`src/rtl/comparador_serial_der_izq.sv`:
```
// Bit-serial unsigned magnitude comparator, scanning LSB first.
// Produces the same flag pair as the combinational left-to-right chain:
// f_out = A>B, g_out = A<B, both low when the operands are equal.
// Because bits arrive in rising significance, any difference seen later
// simply overwrites the accumulated flags.

module comparador_serial_der_izq #(
  parameter int WIDTH = 3
) (
  input  logic             clk,
  input  logic             rst,
  input  logic             start,
  input  logic [WIDTH-1:0] A,
  input  logic [WIDTH-1:0] B,
  output logic             busy,
  output logic             done,
  output logic             f_out,
  output logic             g_out
);

  // One extra counter bit so the count never wraps, even at WIDTH=32.
  localparam int CW = $clog2(WIDTH) + 1;
  localparam logic [CW-1:0] CNT_LAST = CW'(WIDTH - 1);
  localparam logic [CW-1:0] CNT_ONE  = CW'(1);

  typedef enum logic [1:0] {
    IDLE  = 2'd0,
    SHIFT = 2'd1,
    DONE  = 2'd2
  } state_t;

  state_t           state_r;
  logic [WIDTH-1:0] sa_r;
  logic [WIDTH-1:0] sb_r;
  logic [CW-1:0]    cnt_r;
  logic             f_acc_r;
  logic             g_acc_r;
  logic             f_next_s;
  logic             g_next_s;

  // Flag update for one bit position: a differing bit decides the result
  // outright (it is more significant than anything seen so far), an equal
  // bit leaves the previous decision untouched. Returns {f, g}.
  function automatic logic [1:0] acc_update(input logic a, input logic b,
                                             input logic f, input logic g);
    logic [1:0] res;
    if (a != b) begin
      res = {a & ~b, ~a & b};
    end else begin
      res = {f, g};
    end
    return res;
  endfunction

  // Next accumulator value from the bit currently at the bottom of the shifters.
  always_comb begin
    f_next_s = 1'b0;
    g_next_s = 1'b0;
    {f_next_s, g_next_s} = acc_update(sa_r[0], sb_r[0], f_acc_r, g_acc_r);
  end

  // Control FSM with datapath and registered outputs.
  always_ff @(posedge clk or posedge rst) begin
    if (rst) begin
      state_r <= IDLE;
      sa_r    <= '0;
      sb_r    <= '0;
      cnt_r   <= '0;
      f_acc_r <= 1'b0;
      g_acc_r <= 1'b0;
      busy    <= 1'b0;
      done    <= 1'b0;
      f_out   <= 1'b0;
      g_out   <= 1'b0;
    end else begin
      case (state_r)
        IDLE: begin
          done <= 1'b0;
          if (start) begin
            sa_r    <= A;
            sb_r    <= B;
            cnt_r   <= '0;
            f_acc_r <= 1'b0;
            g_acc_r <= 1'b0;
            busy    <= 1'b1;
            state_r <= SHIFT;
          end else begin
            busy    <= 1'b0;
            state_r <= IDLE;
          end
        end
        SHIFT: begin
          f_acc_r <= f_next_s;
          g_acc_r <= g_next_s;
          sa_r    <= sa_r >> 1'b1;
          sb_r    <= sb_r >> 1'b1;
          cnt_r   <= cnt_r + CNT_ONE;
          busy    <= 1'b1;
          // The MSB is processed on this edge; publish the final flags now
          // so they are valid during the done cycle.
          if (cnt_r == CNT_LAST) begin
            f_out   <= f_next_s;
            g_out   <= g_next_s;
            done    <= 1'b1;
            state_r <= DONE;
          end else begin
            done    <= 1'b0;
            state_r <= SHIFT;
          end
        end
        DONE: begin
          // start is deliberately ignored here; a new request needs IDLE.
          done    <= 1'b0;
          busy    <= 1'b0;
          state_r <= IDLE;
        end
        default: begin
          done    <= 1'b0;
          busy    <= 1'b0;
          state_r <= IDLE;
        end
      endcase
    end
  end

endmodule

```
`config.mk`:
```
export PLATFORM = sky130hd
export DESIGN_NAME = comparador_serial_der_izq
export DESIGN_NICKNAME = d
export VERILOG_FILES = /design/src/rtl/comparador_serial_der_izq.sv
export SDC_FILE = /design/constraint.sdc
export NUM_CORES = 1
export LEC_CHECK = 0
export ABC_AREA = 1
export ABC_CLOCK_PERIOD_IN_PS = 3720
export CAP_MARGIN = 0
export CORE_ASPECT_RATIO = 0.75
export CORE_MARGIN = 1
export CORE_UTILIZATION = 40
export CTS_BUF_LIST = sky130_fd_sc_hd__clkbuf_4
export DETAILED_ROUTE_END_ITERATION = 6
export PLACE_DENSITY = 0.67
export SYNTH_ARGS = -nofsm -noshare
export SYNTH_HDL_FRONTEND = slang
export SYNTH_SLANG_ARGS = --single-unit
```
`constraint.sdc`:
```
create_clock -name clk -period 3.72 [get_ports clk]
set_clock_uncertainty 0.15 [all_clocks]
set_input_delay 0.372 -clock clk [delete_from_list [all_inputs] [get_ports clk]]
set_output_delay 0.372 -clock clk [all_outputs]
set_load 0.01 [all_outputs]
```
==> results.yml, run 1 <==
route:
  via_count: 641
  avgRoutedWirePerCell_microns: 10.6
  ant_nets: 0
  drt_iter0_drc: 9
  drc: 0
  wirelength_microns: 1470
  drtPass1Iterations: 4
  routed_via_density: 4.64
sta:
  period_minus_slack_ns: 1.71
  maxSlewViolCount: 0
  fin_crit_sh_pct: 46.1
  rsz0062_at_grt: "false"
  setup_ws_ns: 2.01
  finalHoldViolations: 0
  fmax_ghz: 0.583
  whs_ns: 0.293
  tns_ns: 0
  worstMarginPinSlew_ns: 0.625
  max-slew-margin-rel_pct: 58.3
  setup_viol: 0
pwr:
  p_int_uw: 452
  sequentialPowerShare_pct: 40.8
  finalPower_uw: 787
  p_comb_share_pct: 46.6
  power_density_nw_per_um2: 766
  p_leak_uw: 0.000533
  switching_share_pct: 42.6
  p_sw_uw: 335
  peakVddDrop_mv: 0.473
  pwr-share-clk_pct: 12.6
die:
  core.rowCount: 14
  fp.coreArea_sq_um: 2010
  dieArea_sq_um: 2330
  die_y_microns: 42.1
  start_util_pct: 42.5
  pin_count: 13
  die_x_microns: 55.5
worst_setup_path:
  cp_top_family: "buffers and inverters"
  worstSetupPathType: "flop to output port"
  critPathLaunchType: "flop"
  cpPeakStageDelay_ns: 0.54
  end_kind: "output port"
  critPathBufInv: 1
  crit_arrival_ns: 1.19
  path_cells: "clkdlybuf4s50_1"
  path_max_fanout: 2
  cp_slowest_cell: "clkdlybuf4s50_1"
  worstPathRequired_ns: 3.20
synthesis:
  synth_fa_ha_area_share_pct: 5.84
  synthXorXnorAreaFrac_pct: 0
  synthSimpleGateAreaFrac_pct: 31.5
  synth_cell_type_count: 17
  syn_area_sq_um: 857
  yosys_warnings: 0
  synthesis.nets: 112
  avgSynthCellArea_sq_um: 8.66
  synth_compound_area_share_pct: 3.65
  muxShareOfSynthArea_pct: 0
  synth-seq-cells: 17
  seq_area_frac_synth_pct: 49.6
  syn-instance-count: 99
  synth_top_family_by_area: "simple AND/OR/NAND/NOR gates"
finish:
  syn_to_final_growth_pct: 19.9
  regArea_sq_um: 425
  antenna_cells: 0
  design_area_sq_um: 1030
  nets: 128
  multi_input_area_sq_um: 352
  nFillCells: 202
  drive_gt1_share_pct: 9.65
placed_design:
  pre_cts_ws_ns: 2.18
  gp_congestion: 0.746
  port_buffers: 12
  place_hpwl_microns: 1130
  place_area_sq_um: 1000
clock_network:
  cts_hold_buffers: 0
  cts_made_buffers: 3
  cts_resized: 0
  postCtsSetupRepairBufs: 0
  clockRootBuffer: "clkbuf_4"
  clock_latency_ns: 0.29
  path_clk_slew_ns: 0.10
  clk_path_buf_depth: 2
  cts_num_sinks: 17
  h-tree-depth: 1
  cts_tree: "yes"
global_route:
  grt_use_total_pct: 15.2
  antenna_found_initial: 0
  grt-ovfl-total: 0
  grt_pass1_vias: 656
  met3_usage_pct: 6.79
  grtUsageMet1_pct: 19.6
  busiest_layer: "met2"
  grt.met2_usage_pct: 24.8
  grt_max_degree: 18
  grt_first_pass_wirelength_microns: 2750
status:
  outcome: "finished clean"
worst_hold_path:
  hp-class: "input pin to asynchronous set/reset pin"
job:
  cap_violations: 0
## state kept, by name (all words and copies together) (netlist names)
| name | flops |
|---|---|
| sb_r | 3 |
| f_out | 1 |
| g_out | 1 |
| f_acc_r | 1 |
| g_acc_r | 1 |
| busy | 1 |
| sa_r | 3 |
| cnt_r | 3 |
| state_r | 2 |
| done | 1 |
## metal layers
metal / vias up / routed length [microns]
met5: - / 0
met4: 0 / 0
met3: 0 / 84
met2: 14 / 653
met1: 294 / 728
li1: 333 / -
## power groups by stage
| stage | clock, uW | combinational, uW | sequential (uW) |
|---|---|---|---|
| 6_report | 99.0 | 367 | 321 |
| 5_1_grt | 112 | 419 | 333 |
| 4_1_cts | 101 | 375 | 322 |
| 3_5_place_dp | 0 | 372 | 325 |
| 3_3_place_gp | 0 | 365 | 322 |
| 2_1_floorplan | 0 | 285 | 308 |
## worst reg2reg max path: cells and delay by family, from the launching register on
| kind | cells | cell delay, ns |
|---|---|---|
| simple gates | 2 | 0.17 |
| fa+ha+maj | 1 | 0.33 |
| flops | 1 | 0.39 |
| compound gates | 1 | 0.26 |
| buf+inv | 1 | 0.06 |
## kinds of logic after synthesis
group           Yosys count
flops                    17
simple gates             53
fa+ha+maj                 4
compound gates            6
buf+inv                  19
## cell type report
class | count | share of cell area, %
sequential | 17 | 41.4
multi-input combinational | 63 | 34.2
clock inverter | 1 | 0.487
clock buffer | 3 | 2.19
timing repair buffer | 12 | 11.7
inverter | 18 | 7.06
tap | 24 | 2.92
## path summary, 6_finish.rpt
kind,startpoint,endpoint,slack (ns),cells past startpoint
setup / recovery,g_out,g_out,2.01,1
hold / removal,rst,sb_r[0],0.29,2
setup reg to reg,sa_r[0],f_acc_r,2.30,5
hold reg to reg,g_acc_r,g_acc_r,0.33,2
max in group asynchronous,rst,sa_r[1],2.72,2
min in group clk,g_acc_r,g_acc_r,0.33,2
## layout by cell type, fill, tap and decap left out, types with 2 or more instances in the layout
cell type        instances
clkbuf_4                 3
clkdlybuf4s50_1         12
dfrtp_1                 17
ha_1                     4
inv_1                   16
nand2_1                 35
nand2_8                  2
nand3_1                  9
nor2_1                   2
nor2_4                   2
o21ai_0                  2
o21ai_1                  3
## metrics by stage
step                      util (%)  std cells
after floorplan                  -         99
after global placement        49.6        134
after detailed placement      49.6        134
after CTS                     51.0        138
after global routing          51.0        138
final                         51.0        138
## Yosys cell counts
master	n	share of area [%]
nor2_1	2	0.88
nor2_4	2	2.6
nand2_4	1	1.3
nand2_8	2	4.7
dfrtp_1	17	50
o21ai_1	3	1.8
o22ai_1	1	0.73
ha_1	4	5.8
inv_1	16	7.0
nand3_1	9	5.3
inv_2	1	0.44
nand2_1	35	15
inv_6	1	1.0
or2_1	1	0.73
buf_4	1	0.88
o21ai_0	2	1.2
nand4_1	1	0.73
Power figures use the tool's default switching activity.
==> inputs of run 2 (changes only) <==
Settings changed: ABC_CLOCK_PERIOD_IN_PS 3720 to 1500, PLACE_DENSITY 0.67 to 0.69.
Clock period 3.72 ns to 1.5 ns, I/O delays scaled along.
==> run 2 against run 1 <==
Effect of this change:
- hold slack lost 0.28 ns
- sequential cell count stayed put
- design area rose by 0.97%
- cell count is 0.72% higher
- largest cell class unchanged
- critical endpoint is now f_acc_r
- register-to-register slack got worse by 2.2 ns
- count of clock-buffer cells in the layout unchanged
- largest power group unchanged
- critical path depth grew 4
- non-clock buffer count is 1 higher
- die area did not move
- wire length grew 4.2%
==> results.yml, run 2 (synthesis gave the netlist of run 1 again) <==
status:
  outcome: "finished clean"
placed_design:
  post-place-cells: 135
  place_hpwl_microns: 1140
  place_area_sq_um: 1010
  gp_congestion: 0.860
  port_buffers: 12
finish:
  nFillCells: 189
  multi_input_area_sq_um: 352
  antenna_cells: 0
  design_area_sq_um: 1040
  syn_to_final_growth_pct: 21.0
  drive_gt1_share_pct: 10.4
  layout_common_cells: "nand2_1, dfrtp_1, inv_1"
  regArea_sq_um: 425
  largestRegisters: "cnt_r (3), sa_r (3), sb_r (3)"
  utilization_pct: 51.5
  nets: 129
  final_cells: 139
  final_common_cell: "nand2_1"
route:
  via_count: 639
  wirelength_microns: 1530
  avgRoutedWirePerCell_microns: 11.0
  routed_via_density: 4.60
  drc: 0
  drtPass1Iterations: 4
  drt_iter0_drc: 6
  ant_nets: 0
die:
  die_y_microns: 42.1
  core.rowCount: 14
  start_util_pct: 42.5
  die_x_microns: 55.5
  dieArea_sq_um: 2330
  fp.coreArea_sq_um: 2010
  pin_count: 13
pwr:
  p_leak_uw: 0.000568
  power_density_nw_per_um2: 1860
  peakVddDrop_mv: 0.832
  finalPower_uw: 1920
worst_setup_path:
  crit_arrival_ns: 1.45
  end_kind: "flop"
  worstPathRequired_ns: 1.59
  worstSetupPathType: "flop to flop"
  rrSetupSlack_ns: 0.13
  path_max_fanout: 4
  critPathLaunchType: "flop"
global_route:
  grt_max_degree: 18
  antenna_found_initial: 0
  grt_pass1_vias: 603
  grt-ovfl-total: 0
  grt_first_pass_wirelength_microns: 2640
  grt_use_total_pct: 15.6
sta:
  maxSlewViolCount: 0
  period_minus_slack_ns: 1.37
  max-slew-margin-rel_pct: 75.9
  fmax_ghz: 0.731
  fin_crit_sh_pct: 91.2
  worstMarginPinSlew_ns: 0.362
  rsz0062_at_grt: "false"
  finalHoldViolations: 0
  tns_ns: 0
  setup_viol: 0
clock_network:
  path_clk_slew_ns: 0.10
  clk_path_buf_depth: 2
  cts_made_buffers: 3
  cts_num_sinks: 17
  h-tree-depth: 1
  clockRootBuffer: "clkbuf_4"
  cts_tree: "yes"
  postCtsSetupRepairBufs: 0
  clock_latency_ns: 0.29
job:
  cap_violations: 0
worst_hold_path:
  hp-class: "input pin to asynchronous set/reset pin"
==> run 2: worst max-delay path, cell delays in order (launching register included) <==
cell and delay, ns:
dfrtp_1 0.38, inv_1 0.05, ha_1 0.32, o21ai_0 0.25, nand2_1 0.08, nand2_1 0.08
==> run 2: cell type report <==
| class | count | area share (%) |
|---|---|---|
| Inverter | 18 | 7.00 |
| Clock buffer | 3 | 2.17 |
| Tap cell | 24 | 2.90 |
| Sequential cell | 17 | 41.0 |
| Clock inverter | 1 | 0.483 |
| Timing Repair Buffer | 13 | 12.5 |
| Multi-Input combinational cell | 63 | 33.9 |
==> run 2: per-layer routing <==
layer | GRT usage, % | vias up | part of all wire, %
li1 | - | 335 | -
met1 | 20.0 | 283 | 51
met2 | 22.4 | 19 | 41
met3 | 7.10 | 2 | 6.5
met4 | 7.50 | 0 | 0.98
met5 | 0 | - | 0
==> run 2: final timing paths <==
check,startpoint,end,cells past startpoint
min in group clk,A[2],sa_r[2],3
max in group asynchronous,rst,sb_r[2],3
min,rst,g_out,3
max reg2reg,sa_r[0],f_acc_r,5
min reg2reg,g_out,g_out,2
max,sa_r[0],f_acc_r,5
==> run 2: through the flow <==
stage / hold slack [ns] / setup WS (ns)
5_1_grt: 0.0398 / 0.0190
6_report: 0.0142 / 0.132
3_5_place_dp: 0.313 / 0.150
3_3_place_gp: 0.308 / 0.160
2_1_floorplan: -0.0739 / 0.261
4_1_cts: 0.0187 / 0.0114
==> run 2: timing repair <==
item | 4_1_cts | 5_1_grt
endpoints found under the setup margin | 2 | 2
hold buffers | 0 | 0
resized for setup | 2 | 2
==> run 2: power by group <==
group / internal [uW] / switching, uW
sequential: 649 / 144
clock: 99.3 / 150
combinational: 350 / 531
